--- src/rtl/dac_pkg.sv ---
// Shared types and constants for the quad 12-bit DAC serial back-end.
// Frame layout is {pad, cmd, addr, sample, pad}, sent MSB first.
package dac_pkg;

   typedef enum logic [1:0] {
      ST_CLEAR = 2'd0,
      ST_IDLE  = 2'd1,
      ST_SHIFT = 2'd2,
      ST_HOLD  = 2'd3
   } state_t;

   localparam int FRAME_W  = 32;
   localparam int PAD_HI_W = 8;
   localparam int PAD_LO_W = 4;

   localparam logic [3:0] CMD_WRITE_UPDATE = 4'h3;
   localparam logic [3:0] CMD_NOP          = 4'hF;
   localparam logic [3:0] ADDR_ALL         = 4'hF;

   function automatic logic [FRAME_W-1:0] frame_word(
      input logic [3:0]  cmd,
      input logic [3:0]  addr,
      input logic [11:0] data
   );
      return {{PAD_HI_W{1'b0}}, cmd, addr, data, {PAD_LO_W{1'b0}}};
   endfunction

endpackage

--- src/rtl/dac_spi_tx_sck_divider.sv ---
// Half-period tick generator for the DAC serial clock.
// Counter is held at zero while disabled so every frame starts aligned.
module sck_divider #(
   parameter int CLK_DIV = 2
) (
   input  logic clk,
   input  logic rst,
   input  logic en,
   output logic tick
);

   localparam int CW = $clog2(CLK_DIV) + 1;
   localparam logic [CW-1:0] LAST = CW'(CLK_DIV - 1);

   logic [CW-1:0] cnt;

   always_ff @(posedge clk) begin
      if (rst || !en) begin
         cnt <= '0;
      end else if (cnt == LAST) begin
         cnt <= '0;
      end else begin
         cnt <= cnt + 1'b1;
      end
   end

   assign tick = en && (cnt == LAST);

endmodule

--- src/rtl/dac_spi_tx.sv ---
// SPI transmitter for the quad 12-bit DAC: one 32-bit frame per update,
// clear pulse after reset, minimum chip-select high time between frames.
module dac_spi_tx
   import dac_pkg::*;
#(
   parameter int CLK_DIV     = 2,
   parameter int CLR_CYCLES  = 16,
   parameter int CS_HIGH_MIN = 4
) (
   input  logic        clk,
   input  logic        rst,
   input  logic        in_valid,
   output logic        in_ready,
   input  logic [3:0]  in_cmd,
   input  logic [3:0]  in_addr,
   input  logic [11:0] in_data,
   output logic        done,
   output logic        spi_sck,
   output logic        spi_mosi,
   output logic        dac_cs,
   output logic        dac_clr
);

   localparam int CNT_MAX = (CLR_CYCLES > CS_HIGH_MIN) ? CLR_CYCLES : CS_HIGH_MIN;
   localparam int CNT_W   = $clog2(CNT_MAX + 1);
   localparam logic [CNT_W-1:0] CLR_LAST  = CNT_W'(CLR_CYCLES - 1);
   localparam logic [CNT_W-1:0] HOLD_LAST = CNT_W'(CS_HIGH_MIN - 1);

   state_t             state;
   state_t             state_d;
   logic [CNT_W-1:0]   cnt;
   logic [4:0]         bit_cnt;
   logic [FRAME_W-1:0] shreg;
   logic [FRAME_W-1:0] word;
   logic               shift_en;
   logic               tick;
   logic               accept;
   logic               last_bit;
   logic               cs_d;
   logic               clr_d;
   logic               rdy_d;
   logic               done_d;

   assign word     = frame_word(in_cmd, in_addr, in_data);
   assign shift_en = (state == ST_SHIFT);
   assign accept   = in_valid && in_ready;
   assign last_bit = tick && spi_sck && (bit_cnt == 5'd31);

   sck_divider #(.CLK_DIV(CLK_DIV)) u_div (
      .clk  (clk),
      .rst  (rst),
      .en   (shift_en),
      .tick (tick)
   );

   // State, clear/hold counter and the registered pin decodes.
   always_ff @(posedge clk) begin
      if (rst) begin
         state    <= ST_CLEAR;
         cnt      <= '0;
         dac_cs   <= 1'b1;
         dac_clr  <= 1'b0;
         in_ready <= 1'b0;
         done     <= 1'b0;
      end else begin
         state <= state_d;
         if (state_d == state && (state == ST_CLEAR || state == ST_HOLD)) begin
            cnt <= cnt + 1'b1;
         end else begin
            cnt <= '0;
         end
         dac_cs   <= cs_d;
         dac_clr  <= clr_d;
         in_ready <= rdy_d;
         done     <= done_d;
      end
   end

   always_comb begin
      state_d = state;
      unique case (state)
         ST_CLEAR: if (cnt == CLR_LAST)  state_d = ST_IDLE;
         ST_IDLE:  if (accept)           state_d = ST_SHIFT;
         ST_SHIFT: if (last_bit)         state_d = ST_HOLD;
         ST_HOLD:  if (cnt == HOLD_LAST) state_d = ST_IDLE;
         default:                        state_d = ST_CLEAR;
      endcase
   end

   always_comb begin
      cs_d   = (state_d != ST_SHIFT);
      clr_d  = (state_d != ST_CLEAR);
      rdy_d  = (state_d == ST_IDLE);
      done_d = (state == ST_SHIFT) && (state_d == ST_HOLD);
   end

   // shreg holds the bits still to be sent after the one on spi_mosi.
   always_ff @(posedge clk) begin
      if (rst) begin
         spi_sck  <= 1'b0;
         spi_mosi <= 1'b0;
         bit_cnt  <= '0;
         shreg    <= '0;
      end else if (accept) begin
         spi_sck  <= 1'b0;
         spi_mosi <= word[FRAME_W-1];
         bit_cnt  <= '0;
         shreg    <= {word[FRAME_W-2:0], 1'b0};
      end else if (shift_en && tick) begin
         if (!spi_sck) begin
            spi_sck <= 1'b1;
         end else if (bit_cnt == 5'd31) begin
            spi_sck  <= 1'b0;
            spi_mosi <= 1'b0;
         end else begin
            spi_sck  <= 1'b0;
            spi_mosi <= shreg[FRAME_W-1];
            shreg    <= {shreg[FRAME_W-2:0], 1'b0};
            bit_cnt  <= bit_cnt + 5'd1;
         end
      end
   end

endmodule
--- config.mk ---
export PLATFORM = sky130hd
export DESIGN_NAME = dac_spi_tx
export DESIGN_NICKNAME = d
export VERILOG_FILES = /design/src/rtl/dac_pkg.sv /design/src/rtl/dac_spi_tx_sck_divider.sv /design/src/rtl/dac_spi_tx.sv
export SDC_FILE = /design/constraint.sdc
export NUM_CORES = 1
export LEC_CHECK = 0
export BUFFER_PORTS_ARGS = -buffer_cell sky130_fd_sc_hd__buf_4
export CORE_UTILIZATION = 39
export DETAILED_ROUTE_END_ITERATION = 7
export GPL_TIMING_DRIVEN = 0
export SETUP_SLACK_MARGIN = 0.4
export SLEW_MARGIN = 40
export SYNTH_ARGS = -nofsm -noshare
export SYNTH_HDL_FRONTEND = slang
export SYNTH_SLANG_ARGS = --single-unit
--- constraint.sdc ---
create_clock -name clk -period 2 [get_ports clk]
set_clock_uncertainty 0.2 [all_clocks]
set_input_delay 0.3 -clock clk [delete_from_list [all_inputs] [get_ports clk]]
set_output_delay 0.3 -clock clk [all_outputs]
set_load 0.1 [all_outputs]
==> results of run 1 <==
==> critical path: stages (launching register included) <==
cell and delay [ps]:
dfxtp_4 360, ha_4 150, and3_4 180, ha_4 150
and4b_1 250, buf_6 140, buf_6 140, nand2_2 60
a311oi_2 250
==> kinds of logic after synthesis <==
group,synth area share (%)
buf+inv,4.32
fa+ha+maj,6.69
compound gates,16.2
xor+xnor,2.55
flops,45.7
simple gates,24.5
==> layer usage <==
layer	GRT usage [%]	routed length (µm)	share of wire (%)
met3	6.16	181	3.9
met5	0	0	0
met2	27.6	2190	47
met1	24.0	2230	48
met4	6.29	30	0.65
==> metrics by stage <==
stage | TNS (ps) | util [%]
finish | 0 | 56.5
detailed placement | -297 | 48.8
CTS | 0 | 54.2
global placement | -357 | 48.8
global route | -181 | 56.5
floorplan | 0 | -
==> worst paths after layout <==
check / from / end / slack, ps / cells after the start
setup reg to reg: bit_cnt[0] / shreg[15] / 40 / 8
hold / removal: in_data[0] / shreg[5] / 70 / 3
setup / recovery: bit_cnt[0] / shreg[15] / 40 / 8
hold reg to reg: u_div.cnt[0] / u_div.cnt[0] / 230 / 1
==> layout by cell type, fill, tap and decap left out, types with 2 or more instances in the layout <==
cell type,Yosys,final
nor3_2,0,4
a21oi_1,13,11
nand2_2,0,7
dfxtp_2,0,3
xor2_1,4,4
nand3_2,0,2
a311oi_1,19,11
clkbuf_2,0,2
nand3_1,5,3
clkbuf_1,7,5
ha_4,0,5
inv_1,4,3
nor2_1,28,28
clkbuf_8,0,6
buf_4,2,39
nand2_1,59,51
buf_6,0,8
dfxtp_4,0,5
nand4_1,2,2
dfxtp_1,47,39
and3_4,0,2
a21oi_2,0,2
a311oi_2,0,8
a211oi_4,0,2
ha_1,11,5
nor3_1,9,4
==> final cells by class <==
cell class	count	area [µm²]	share of cell area, %
Tap cell	70	87.6	3.03
Timing Repair Buffer	42	327	11.3
Buffer	15	109	3.77
Clock inverter	1	5.00	0.173
Multi-Input combinational cell	176	1290	44.6
Sequential cell	47	963	33.4
Clock buffer	6	82.6	2.86
Inverter	5	23.8	0.824
==> where the power goes <==
part | leakage, nW | internal, mW | switching (mW)
combinational | 0.617 | 0.126 | 0.159
clock | 0.0470 | 0.272 | 0.317
sequential | 0.385 | 0.976 | 0.0367
total | 1.05 | 1.37 | 0.512
==> flip-flops by register name, summed over array words and instances, names as in the netlist, 2 cells and up <==
| name | cells |
|---|---|
| shreg | 27 |
| bit_cnt | 5 |
| cnt | 5 |
| state | 2 |
| u_div.cnt | 2 |
==> what timing repair did <==
item / 4_1_cts / 5_1_grt
buffers inserted: 12 / 1
resized for setup: 24 / 24
gates cloned: 1 / 0
pin swaps: 20 / 12
setup endpoints to repair: 44 / 45
==> flow_results.xml, run 1 <==
<?xml version="1.0" encoding="UTF-8"?>
<metrics>
  <group name="setup_path">
    <metric name="cp_data_required_time" unit="ps">2020</metric>
    <metric name="worst_setup_path_start_kind" unit="">register</metric>
    <metric name="path_max_fanout" unit="">6</metric>
    <metric name="worst-setup-path-type" unit="">register to register</metric>
    <metric name="endpoint_kind" unit="">register</metric>
    <metric name="worst-endpoint-arrival" unit="ps">1980</metric>
  </group>
  <group name="synth">
    <metric name="synth_warnings" unit="">0</metric>
    <metric name="synth_seq_area_share" unit="%">45.7</metric>
    <metric name="synthArstFlopShare" unit="%">0</metric>
    <metric name="syn_area_per_cell" unit="µm²">8.46</metric>
    <metric name="ys_top_cells_by_count" unit="">nand2_1 (59), dfxtp_1 (47), nor2_1 (28)</metric>
    <metric name="dominantRegCellSynth" unit="">dfxtp_1</metric>
    <metric name="post_synth_instance_area" unit="mm²">0.00206</metric>
    <metric name="synth_enable_flop_cells" unit="">0</metric>
    <metric name="mappedNetlistNets" unit="">277</metric>
    <metric name="yosysMostFrequentCell" unit="">nand2_1</metric>
    <metric name="syn_inst" unit="">243</metric>
    <metric name="synth_top_area_cell" unit="">dfxtp_1</metric>
    <metric name="synth.top_cell.area_share" unit="%">45.7</metric>
    <metric name="ys_ff_latch" unit="">47</metric>
    <metric name="yosysUniqueCellTypes" unit="">38</metric>
    <metric name="synth.top_cells.by_area" unit="">dfxtp_1 (46%), nand2_1 (11%), a311oi_1 (8.1%)</metric>
  </group>
  <group name="global_route">
    <metric name="grtUsageTotal" unit="%">18.1</metric>
    <metric name="via_count_of_the_first_global_routing_pass" unit="">1625</metric>
    <metric name="grt.overflow.total" unit="">0</metric>
    <metric name="maximum_number_of_pins_on_one_net_before_global_route_repair" unit="">14</metric>
    <metric name="antenna_found_initial" unit="">0</metric>
    <metric name="wire_length_of_the_first_global_routing_pass" unit="µm">7530</metric>
  </group>
  <group name="run_status">
    <metric name="result_of_the_run" unit="">finished, final reports clean</metric>
  </group>
  <group name="floorplanning">
    <metric name="floorplan.die.width" unit="µm">74.6</metric>
    <metric name="top_level_ports" unit="">29</metric>
    <metric name="initial_core_util" unit="%">40.3</metric>
    <metric name="dieArea" unit="mm²">0.00557</metric>
    <metric name="floorplan.die.height" unit="µm">74.6</metric>
    <metric name="core.rowCount" unit="">26</metric>
    <metric name="coreArea" unit="mm²">0.00511</metric>
  </group>
  <group name="cts">
    <metric name="cts_tree" unit="">done</metric>
    <metric name="ctsLongestPathBuffers" unit="">2</metric>
    <metric name="cts_htree_levels" unit="">2</metric>
    <metric name="holdBufCountCts" unit="">0</metric>
    <metric name="clkTransAtPathRegs" unit="ps">90</metric>
    <metric name="clkSinkCount" unit="">47</metric>
    <metric name="worst_skew_pair.late_latency" unit="ps">300</metric>
    <metric name="root_buffer" unit="">clkbuf_8</metric>
    <metric name="cts-buffers-inserted" unit="">5</metric>
  </group>
  <group name="timing">
    <metric name="timing.final.crit_share" unit="%">98.0</metric>
    <metric name="grt_setup_unrepaired" unit="">true</metric>
    <metric name="period_minus_slack" unit="ps">1960</metric>
    <metric name="timing.final.hold_violations" unit="">0</metric>
    <metric name="timing.fmax" unit="GHz">0.510</metric>
    <metric name="drv_slew" unit="">0</metric>
    <metric name="hold_ws" unit="ps">72.2</metric>
    <metric name="finalSetupViolations" unit="">0</metric>
    <metric name="max_slew_margin" unit="%">58.2</metric>
    <metric name="final.setup.worst_slack" unit="ps">41.0</metric>
    <metric name="max_slew.worst_pin.slew" unit="ps">627</metric>
  </group>
  <group name="final_layout">
    <metric name="syn2layout_area_growth" unit="%">40.3</metric>
    <metric name="nets" unit="">326</metric>
    <metric name="antenna_cells" unit="">0</metric>
    <metric name="drive_gt1_share" unit="%">39.4</metric>
    <metric name="stdcell_area" unit="mm²">0.00289</metric>
    <metric name="fillers" unit="">496</metric>
    <metric name="final_cells" unit="">362</metric>
  </group>
  <group name="power">
    <metric name="worst_ir_drop_vdd" unit="V">0.000369</metric>
    <metric name="totalPowerFinal" unit="mW">1.89</metric>
    <metric name="power.density" unit="mW/mm²">654</metric>
    <metric name="static-leakage-power" unit="nW">1.05</metric>
  </group>
  <group name="route">
    <metric name="num_vias" unit="">1877</metric>
    <metric name="antenna_violating_nets_post_route" unit="">0</metric>
    <metric name="wl_per_cell" unit="µm">12.8</metric>
    <metric name="viasPerCell" unit="">5.19</metric>
    <metric name="detailedRoute.firstPassIterationCount" unit="">6</metric>
    <metric name="drt_iter0_drc" unit="">82</metric>
    <metric name="drt_total_wl" unit="µm">4630</metric>
    <metric name="drc" unit="">0</metric>
  </group>
  <group name="placed_design">
    <metric name="place.gp.congestion" unit="">0.727</metric>
    <metric name="dpl-instance-area" unit="mm²">0.00249</metric>
    <metric name="port-buffer-count" unit="">28</metric>
    <metric name="placed_instance_count" unit="">341</metric>
    <metric name="dpl_worst_slack" unit="ps">-57.6</metric>
    <metric name="place.detailed.hpwl" unit="µm">2920</metric>
  </group>
  <group name="flow_run">
    <metric name="drv_cap" unit="">0</metric>
  </group>
  <group name="hold_path">
    <metric name="min-delay-path-class" unit="">primary input to register</metric>
  </group>
</metrics>
Note: power is estimated with default switching activity, not from simulation.
==> run 2, diff against run 1 <==
--- a/config.mk
+++ b/config.mk
@@ -13,4 +13,5 @@
 export SLEW_MARGIN = 40
 export SYNTH_ARGS = -nofsm -noshare
 export SYNTH_HDL_FRONTEND = slang
+export SYNTH_HIERARCHICAL = 1
 export SYNTH_SLANG_ARGS = --single-unit
==> run 2 against run 1 <==
Against the previous run: synthesized cell count fell by 0.82%; power grew 2.5%; sequential power about the same; hold slack lost 0.85 ps; via count is 1.0% higher; highest routed layer unchanged; critical path depth unchanged; sequential cell count stayed put; wire length increased by 9.7%; core utilization increased by 5.4 points; critical endpoint is now shreg[8].
==> flow_results.xml, run 2 <==
<?xml version="1.0" encoding="UTF-8"?>
<metrics>
  <group name="run_status">
    <metric name="result_of_the_run" unit="">finished, final reports clean</metric>
  </group>
  <group name="placed_design">
    <metric name="dpl-instance-area" unit="mm²">0.00250</metric>
    <metric name="place.detailed.hpwl" unit="µm">3010</metric>
    <metric name="port-buffer-count" unit="">28</metric>
    <metric name="placed_instance_count" unit="">339</metric>
    <metric name="dpl_worst_slack" unit="ps">31.6</metric>
    <metric name="place.gp.congestion" unit="">0.765</metric>
  </group>
  <group name="synth">
    <metric name="ys_ff_latch" unit="">47</metric>
    <metric name="synth_fa_ha_area_share" unit="%">6.08</metric>
    <metric name="synth_top_family_by_area" unit="">simple AND/OR/NAND/NOR gates</metric>
    <metric name="yosys.area_share.simple" unit="%">26.2</metric>
    <metric name="post_synth_instance_area" unit="mm²">0.00206</metric>
    <metric name="synth.area.mux_share" unit="%">0</metric>
    <metric name="post_synthesis_share_of_cell_area_spent_on_xor_and_xnor_gates" unit="%">2.55</metric>
    <metric name="synth_enable_flop_cells" unit="">0</metric>
    <metric name="ys_top_cells_by_count" unit="">nand2_1 (61), dfxtp_1 (47), nor2_1 (26)</metric>
    <metric name="synth.top_cell.area_share" unit="%">45.7</metric>
    <metric name="synthArstFlopShare" unit="%">0</metric>
    <metric name="synth_warnings" unit="">6</metric>
    <metric name="synth_compound_area_share" unit="%">15.0</metric>
    <metric name="yosysUniqueCellTypes" unit="">37</metric>
    <metric name="syn_inst" unit="">241</metric>
    <metric name="mappedNetlistNets" unit="">274</metric>
    <metric name="synth_seq_area_share" unit="%">45.7</metric>
    <metric name="yosysMostFrequentCell" unit="">nand2_1</metric>
    <metric name="synth.top_cells.by_area" unit="">dfxtp_1 (46%), nand2_1 (11%), a311oi_1 (8.1%)</metric>
    <metric name="synth_top_area_cell" unit="">dfxtp_1</metric>
    <metric name="syn_area_per_cell" unit="µm²">8.54</metric>
    <metric name="dominantRegCellSynth" unit="">dfxtp_1</metric>
  </group>
  <group name="timing">
    <metric name="max_slew.worst_pin.slew" unit="ps">586</metric>
    <metric name="timing.final.crit_share" unit="%">98.3</metric>
    <metric name="drv_slew" unit="">0</metric>
    <metric name="final.setup.worst_slack" unit="ps">33.1</metric>
    <metric name="max_slew_margin" unit="%">60.9</metric>
    <metric name="setup-tns-final" unit="ps">0</metric>
    <metric name="timing.fmax" unit="GHz">0.508</metric>
    <metric name="finalSetupViolations" unit="">0</metric>
    <metric name="grt_setup_unrepaired" unit="">true</metric>
    <metric name="timing.final.hold_violations" unit="">0</metric>
    <metric name="period_minus_slack" unit="ps">1970</metric>
    <metric name="hold_ws" unit="ps">71.4</metric>
  </group>
  <group name="final_layout">
    <metric name="syn2layout_area_growth" unit="%">53.7</metric>
    <metric name="largest_register_ffs" unit="">27</metric>
    <metric name="antenna_cells" unit="">0</metric>
    <metric name="final_cells" unit="">379</metric>
    <metric name="most-common-layout-cells" unit="">nand2_1 (55), buf_4 (47), dfxtp_1 (39), nor2_1 (26), buf_6 (12)</metric>
    <metric name="stdcell_area" unit="mm²">0.00316</metric>
    <metric name="finish.utilization" unit="%">61.9</metric>
    <metric name="largest_registers" unit="">shreg: 27 flops, bit_cnt: 5 flops, cnt: 5 flops</metric>
    <metric name="regMostFlops" unit="">shreg</metric>
    <metric name="drive_gt1_share" unit="%">43.4</metric>
    <metric name="final_common_cell" unit="">nand2_1</metric>
    <metric name="nets" unit="">341</metric>
  </group>
  <group name="cts">
    <metric name="cts-buffers-inserted" unit="">5</metric>
    <metric name="clkTransAtPathRegs" unit="ps">90</metric>
    <metric name="clkSinkCount" unit="">47</metric>
    <metric name="worst_skew_pair.late_latency" unit="ps">310</metric>
    <metric name="cts_htree_levels" unit="">2</metric>
    <metric name="cts_tree" unit="">done</metric>
    <metric name="root_buffer" unit="">clkbuf_8</metric>
    <metric name="ctsLongestPathBuffers" unit="">2</metric>
  </group>
  <group name="power">
    <metric name="worst_ir_drop_vdd" unit="V">0.000370</metric>
    <metric name="seq_power_share" unit="%">52.4</metric>
    <metric name="static-leakage-power" unit="nW">1.17</metric>
    <metric name="totalPowerFinal" unit="mW">1.93</metric>
    <metric name="power.share.switching" unit="%">28.2</metric>
    <metric name="pwr-share-clk" unit="%">29.6</metric>
    <metric name="power.density" unit="mW/mm²">612</metric>
    <metric name="power_frac_comb" unit="%">18.0</metric>
    <metric name="cell_internal_power_dissipation" unit="mW">1.39</metric>
    <metric name="p_switching" unit="mW">0.546</metric>
  </group>
  <group name="setup_path">
    <metric name="rr_startpoint" unit="">bit_cnt[0]</metric>
    <metric name="worst-endpoint-arrival" unit="ps">1980</metric>
    <metric name="cp_data_required_time" unit="ps">2020</metric>
    <metric name="endpoint_kind" unit="">register</metric>
    <metric name="timing.rr.end" unit="">shreg[8]</metric>
    <metric name="worst-setup-path-type" unit="">register to register</metric>
    <metric name="path_max_fanout" unit="">10</metric>
    <metric name="worst_setup_path_start_kind" unit="">register</metric>
    <metric name="timing.reg2reg.worst_path_depth" unit="">8</metric>
    <metric name="timing.reg2reg.setup_slack" unit="ps">30</metric>
  </group>
  <group name="route">
    <metric name="drt_iter0_drc" unit="">84</metric>
    <metric name="antenna_violating_nets_post_route" unit="">0</metric>
    <metric name="num_vias" unit="">1896</metric>
    <metric name="detailedRoute.firstPassIterationCount" unit="">4</metric>
    <metric name="drt_total_wl" unit="µm">5080</metric>
    <metric name="wl_per_cell" unit="µm">13.4</metric>
    <metric name="drc" unit="">0</metric>
    <metric name="viasPerCell" unit="">5.00</metric>
  </group>
  <group name="global_route">
    <metric name="maximum_number_of_pins_on_one_net_before_global_route_repair" unit="">15</metric>
    <metric name="grt.overflow.total" unit="">0</metric>
    <metric name="via_count_of_the_first_global_routing_pass" unit="">1712</metric>
    <metric name="wire_length_of_the_first_global_routing_pass" unit="µm">7750</metric>
    <metric name="antenna_found_initial" unit="">0</metric>
    <metric name="grtUsageTotal" unit="%">18.4</metric>
  </group>
  <group name="hold_path">
    <metric name="hold-path-endpoint" unit="">shreg[19]</metric>
    <metric name="holdPathStages" unit="">3</metric>
    <metric name="min-delay-path-class" unit="">primary input to register</metric>
    <metric name="min-delay-start" unit="">in_addr[2]</metric>
  </group>
  <group name="floorplanning">
    <metric name="initial_core_util" unit="%">40.3</metric>
    <metric name="dieArea" unit="mm²">0.00557</metric>
    <metric name="top_level_ports" unit="">29</metric>
    <metric name="floorplan.die.width" unit="µm">74.6</metric>
    <metric name="floorplan.die.height" unit="µm">74.6</metric>
    <metric name="coreArea" unit="mm²">0.00511</metric>
    <metric name="core.rowCount" unit="">26</metric>
  </group>
  <group name="flow_run">
    <metric name="drv_cap" unit="">0</metric>
  </group>
</metrics>
run 2: cell types whose count changed after synthesis, sizes merged, moves of 2 or more:
cell,before,now
nor2,28,26
nor3,9,1
o21ai,3,1
nor3b,2,0
nand2,59,61
a211oi,3,0
nor4,1,5
or2,1,3
nand3,5,7
run 2: power by group through the flow:
stage | Clock [mW] | Combinational (mW) | Sequential (mW)
after floorplan | 0 | 0.133 | 1.07
after global placement | 0 | 0.242 | 1.04
after detailed placement | 0 | 0.244 | 1.04
after CTS | 0.594 | 0.292 | 1.01
after global routing | 0.618 | 0.378 | 1.02
final | 0.572 | 0.348 | 1.01
run 2: worst max-delay path, cell delays in order (launching register included):
cell,delay (ps)
dfxtp_4,360
ha_4,150
and3_4,180
ha_4,150
and4b_1,250
buf_6,120
buf_8,120
nand2_1,70
a311oi_2,260
run 2: kinds of logic after synthesis:
logic type	after synthesis
and+or+nand+nor	117
buffers and inverters	21
adders and majority gates	10
xor gates and xnor gates	6
AOI/OAI and AO/OA	40
DFF	47
run 2: what timing repair did:
action	4_1_cts	5_1_grt
hold buffers	1	0
pin swaps	17	13
gates resized for setup	22	36
setup endpoints to repair	44	44
gates cloned	2	1
buffers inserted	18	10
endpoints found under the hold margin	2	0
run 2: worst max path at each step:
stage,from,end,slack (ps),depth (start not counted)
2_1_floorplan,bit_cnt[0],shreg[10],170,8
3_3_place_gp,bit_cnt[0],shreg[23],60,8
3_5_place_dp,bit_cnt[0],shreg[14],30,8
4_1_cts,bit_cnt[0],shreg[24],20,8
5_1_grt,bit_cnt[0],shreg[8],-50,8
6_report,bit_cnt[0],shreg[8],30,8
run 2: layout make-up:
class	count	area, µm²
Inverter	6	25.0
Fill cell	423	1950
Tap cell	70	87.6
Clock buffer	6	72.6
Buffer	15	121
Sequential cell	47	963
Clock inverter	2	12.5
Multi-Input combinational cell	173	1350
Timing Repair Buffer	60	526
run 2: per-layer routing:
metal	global-route usage [%]	vias to the layer above	wire length, µm
li1	-	975	-
met1	25.1	874	2470
met2	28.5	37	2320
met3	3.61	10	175
met4	7.97	0	114
met5	0	-	0
==> run 3, diff against run 2 <==
--- a/config.mk
+++ b/config.mk
@@ -5,10 +5,14 @@
 export SDC_FILE = /design/constraint.sdc
 export NUM_CORES = 1
 export LEC_CHECK = 0
-export BUFFER_PORTS_ARGS = -buffer_cell sky130_fd_sc_hd__buf_4
-export CORE_UTILIZATION = 39
+export BUFFER_PORTS_ARGS = -buffer_cell sky130_fd_sc_hd__buf_2
+export CELL_PAD_IN_SITES_DETAIL_PLACEMENT = 1
+export CELL_PAD_IN_SITES_GLOBAL_PLACEMENT = 2
+export CORE_UTILIZATION = 30
 export DETAILED_ROUTE_END_ITERATION = 7
+export GPL_ROUTABILITY_DRIVEN = 1
 export GPL_TIMING_DRIVEN = 0
+export PLACE_DENSITY_LB_ADDON = 0.1
 export SETUP_SLACK_MARGIN = 0.4
 export SLEW_MARGIN = 40
 export SYNTH_ARGS = -nofsm -noshare
==> run 3 against run 2 <==
Against the previous run: the flow now finishes with violations (DRC); cell count is 0.26% lower; core utilization shrank 16 points; combinational power is 8.3% lower; global-route usage down 1.8 points; critical endpoint is now cnt[1].
==> flow_results.xml, run 3 (synthesis gave the netlist of run 2 again) <==
<?xml version="1.0" encoding="UTF-8"?>
<metrics>
  <group name="setup_path">
    <metric name="timing.reg2reg.setup_slack" unit="ps">10</metric>
    <metric name="cp_data_required_time" unit="ps">1980</metric>
    <metric name="cpPeakStageDelay" unit="ps">390</metric>
    <metric name="worst-endpoint-arrival" unit="ps">1970</metric>
    <metric name="timing.critical_path.depth" unit="">8</metric>
    <metric name="critical-path-top-delay-family" unit="">compound AO/OA/AOI/OAI gates</metric>
    <metric name="worst_path_max_delay_cell" unit="">dfxtp_4</metric>
    <metric name="critPathLaunch" unit="">state[0]</metric>
    <metric name="path_max_fanout" unit="">5</metric>
    <metric name="worstPathCellList" unit="">inv_4 -&gt; ha_4 -&gt; buf_12 -&gt; buf_6 -&gt; or2_4 -&gt; a221o_1 -&gt; o211ai_4 -&gt; nor4_2</metric>
    <metric name="worst_setup_path_start_kind" unit="">register</metric>
    <metric name="timing.reg2reg.worst_path_depth" unit="">8</metric>
    <metric name="buffers_and_inverters_on_the_worst_path" unit="">3</metric>
    <metric name="timing.rr.end" unit="">cnt[1]</metric>
    <metric name="worst-setup-path-type" unit="">register to register</metric>
    <metric name="worstSetupEndpoint" unit="">cnt[1]</metric>
    <metric name="rr_startpoint" unit="">state[0]</metric>
    <metric name="endpoint_kind" unit="">register</metric>
  </group>
  <group name="floorplanning">
    <metric name="top_level_ports" unit="">29</metric>
    <metric name="initial_core_util" unit="%">31.7</metric>
    <metric name="floorplan.die.width" unit="µm">84.8</metric>
    <metric name="coreArea" unit="mm²">0.00649</metric>
    <metric name="floorplan.die.height" unit="µm">84.8</metric>
    <metric name="core.rowCount" unit="">29</metric>
    <metric name="dieArea" unit="mm²">0.00719</metric>
  </group>
  <group name="final_layout">
    <metric name="syn2layout_area_growth" unit="%">46.0</metric>
    <metric name="final_common_cell" unit="">nand2_1</metric>
    <metric name="largest_register_ffs" unit="">27</metric>
    <metric name="largest_registers" unit="">shreg: 27 flops, bit_cnt: 5 flops, cnt: 5 flops</metric>
    <metric name="most-common-layout-cells" unit="">nand2_1 (53), dfxtp_1 (39), nor2_1 (26), buf_2 (25), buf_4 (18)</metric>
    <metric name="nets" unit="">333</metric>
    <metric name="antenna_cells" unit="">0</metric>
    <metric name="drive_gt1_share" unit="%">41.2</metric>
    <metric name="regMostFlops" unit="">shreg</metric>
    <metric name="stdcell_area" unit="mm²">0.00300</metric>
    <metric name="finish.utilization" unit="%">46.3</metric>
    <metric name="final_cells" unit="">378</metric>
  </group>
  <group name="cts">
    <metric name="root_buffer" unit="">clkbuf_8</metric>
    <metric name="cts-buffers-inserted" unit="">5</metric>
    <metric name="cts_tree" unit="">done</metric>
    <metric name="cts_htree_levels" unit="">2</metric>
    <metric name="clkTransAtPathRegs" unit="ps">90</metric>
    <metric name="ctsLongestPathBuffers" unit="">2</metric>
    <metric name="worst_skew_pair.late_latency" unit="ps">300</metric>
    <metric name="clkSinkCount" unit="">47</metric>
  </group>
  <group name="timing">
    <metric name="period_minus_slack" unit="ps">1990</metric>
    <metric name="setup-tns-final" unit="ps">0</metric>
    <metric name="max_slew.worst_pin.slew" unit="ps">620</metric>
    <metric name="final.setup.worst_slack" unit="ps">14.7</metric>
    <metric name="finalSetupViolations" unit="">0</metric>
    <metric name="timing.final.hold_violations" unit="">0</metric>
    <metric name="timing.final.crit_share" unit="%">99.3</metric>
    <metric name="max_slew_margin" unit="%">58.7</metric>
    <metric name="timing.fmax" unit="GHz">0.504</metric>
    <metric name="drv_slew" unit="">0</metric>
    <metric name="hold_ws" unit="ps">77.6</metric>
    <metric name="grt_setup_unrepaired" unit="">true</metric>
  </group>
  <group name="run_status">
    <metric name="failed_checks" unit="">DRC</metric>
    <metric name="result_of_the_run" unit="">finished, violations left</metric>
  </group>
  <group name="flow_run">
    <metric name="drv_cap" unit="">0</metric>
  </group>
  <group name="global_route">
    <metric name="antenna_found_initial" unit="">0</metric>
    <metric name="grt.overflow.total" unit="">0</metric>
    <metric name="maximum_number_of_pins_on_one_net_before_global_route_repair" unit="">15</metric>
    <metric name="wire_length_of_the_first_global_routing_pass" unit="µm">9430</metric>
    <metric name="via_count_of_the_first_global_routing_pass" unit="">1941</metric>
    <metric name="grtUsageTotal" unit="%">16.7</metric>
  </group>
  <group name="route">
    <metric name="drt_total_wl" unit="µm">5760</metric>
    <metric name="antenna_violating_nets_post_route" unit="">0</metric>
    <metric name="wl_per_cell" unit="µm">15.2</metric>
    <metric name="maxUsedRoutingLayer" unit="">met4</metric>
    <metric name="num_vias" unit="">1915</metric>
    <metric name="detailedRoute.firstPassIterationCount" unit="">6</metric>
    <metric name="met2_wirelength" unit="µm">2750</metric>
    <metric name="route.layer.met1.wl" unit="µm">2790</metric>
    <metric name="drc" unit="">5</metric>
    <metric name="route.met3.wl" unit="µm">175</metric>
    <metric name="viasPerCell" unit="">5.07</metric>
    <metric name="drt_iter0_drc" unit="">46</metric>
  </group>
  <group name="hold_path">
    <metric name="min-delay-path-class" unit="">primary input to register</metric>
  </group>
  <group name="placed_design">
    <metric name="placed_instance_count" unit="">346</metric>
    <metric name="dpl-instance-area" unit="mm²">0.00244</metric>
    <metric name="place.gp.congestion" unit="">0.750</metric>
    <metric name="place.detailed.hpwl" unit="µm">3500</metric>
    <metric name="port-buffer-count" unit="">28</metric>
    <metric name="dpl_worst_slack" unit="ps">6.97</metric>
  </group>
  <group name="power">
    <metric name="static-leakage-power" unit="nW">1.12</metric>
    <metric name="worst_ir_drop_vdd" unit="V">0.000261</metric>
    <metric name="power.density" unit="mW/mm²">634</metric>
    <metric name="totalPowerFinal" unit="mW">1.91</metric>
  </group>
</metrics>
## run 3: cell types whose count changed in the layout (fill, tap and decap cells not counted), moves of 3 or more
| cell | before | now |
|---|---|---|
| buf_4 | 47 | 18 |
| buf_2 | 1 | 25 |
| buf_6 | 12 | 6 |
| a21oi_1 | 8 | 11 |
| a21oi_2 | 3 | 0 |
| a311oi_1 | 9 | 12 |
| a311oi_2 | 10 | 7 |
## run 3: area by class of cell
type | instances | area (µm²)
multi-input combinational | 173 | 1300
tap | 77 | 96.3
timing repair buffer | 52 | 409
sequential | 47 | 961
inverter | 6 | 27.5
buffer | 15 | 126
clock inverter | 2 | 12.5
fill | 758 | 3490
clock buffer | 6 | 72.6
## run 3: worst min-delay path by stage
stage / start / to / slack, ps / cells after the start
floorplan: rst / u_div/cnt[1] / 170 / 1
global placement: u_div/cnt[0] / u_div/cnt[0] / 230 / 1
detailed placement: u_div/cnt[0] / u_div/cnt[0] / 240 / 1
CTS: in_data[0] / shreg[5] / 70 / 3
global route: in_data[0] / shreg[5] / 60 / 3
finish: in_data[0] / shreg[5] / 80 / 3
## run 3: where the power goes
part / total, mW / switching, mW / internal, mW
clock network: 0.568 / 0.324 / 0.245
logic: 0.319 / 0.182 / 0.137
registers: 1.02 / 0.0351 / 0.982
total: 1.91 / 0.541 / 1.36
## run 3: worst reg2reg max path, delay by kind of cell, from the launching register on
kind | cells | cell delay, ps
DFF | 1 | 390
adders and majority gates | 1 | 170
and+or+nand+nor | 2 | 330
AOI/OAI and AO/OA | 2 | 500
buffers and inverters | 3 | 280
## run 3: repair_timing
| item | 4_1_cts | 5_1_grt |
|---|---|---|
| endpoints found under the hold margin | 2 | 0 |
| cloned | 2 | 0 |
| hold buffers | 1 | 0 |
| resized for setup | 32 | 23 |
| buffers inserted | 16 | 5 |
| setup endpoints to repair | 46 | 47 |
| pin swaps | 20 | 14 |
## run 3: metal layers
layer | GRT usage [%] | up-vias
met1 | 23.0 | 925
met4 | 4.31 | 0
met2 | 26.2 | 26
met5 | 0 | -
li1 | - | 960
met3 | 4.03 | 4
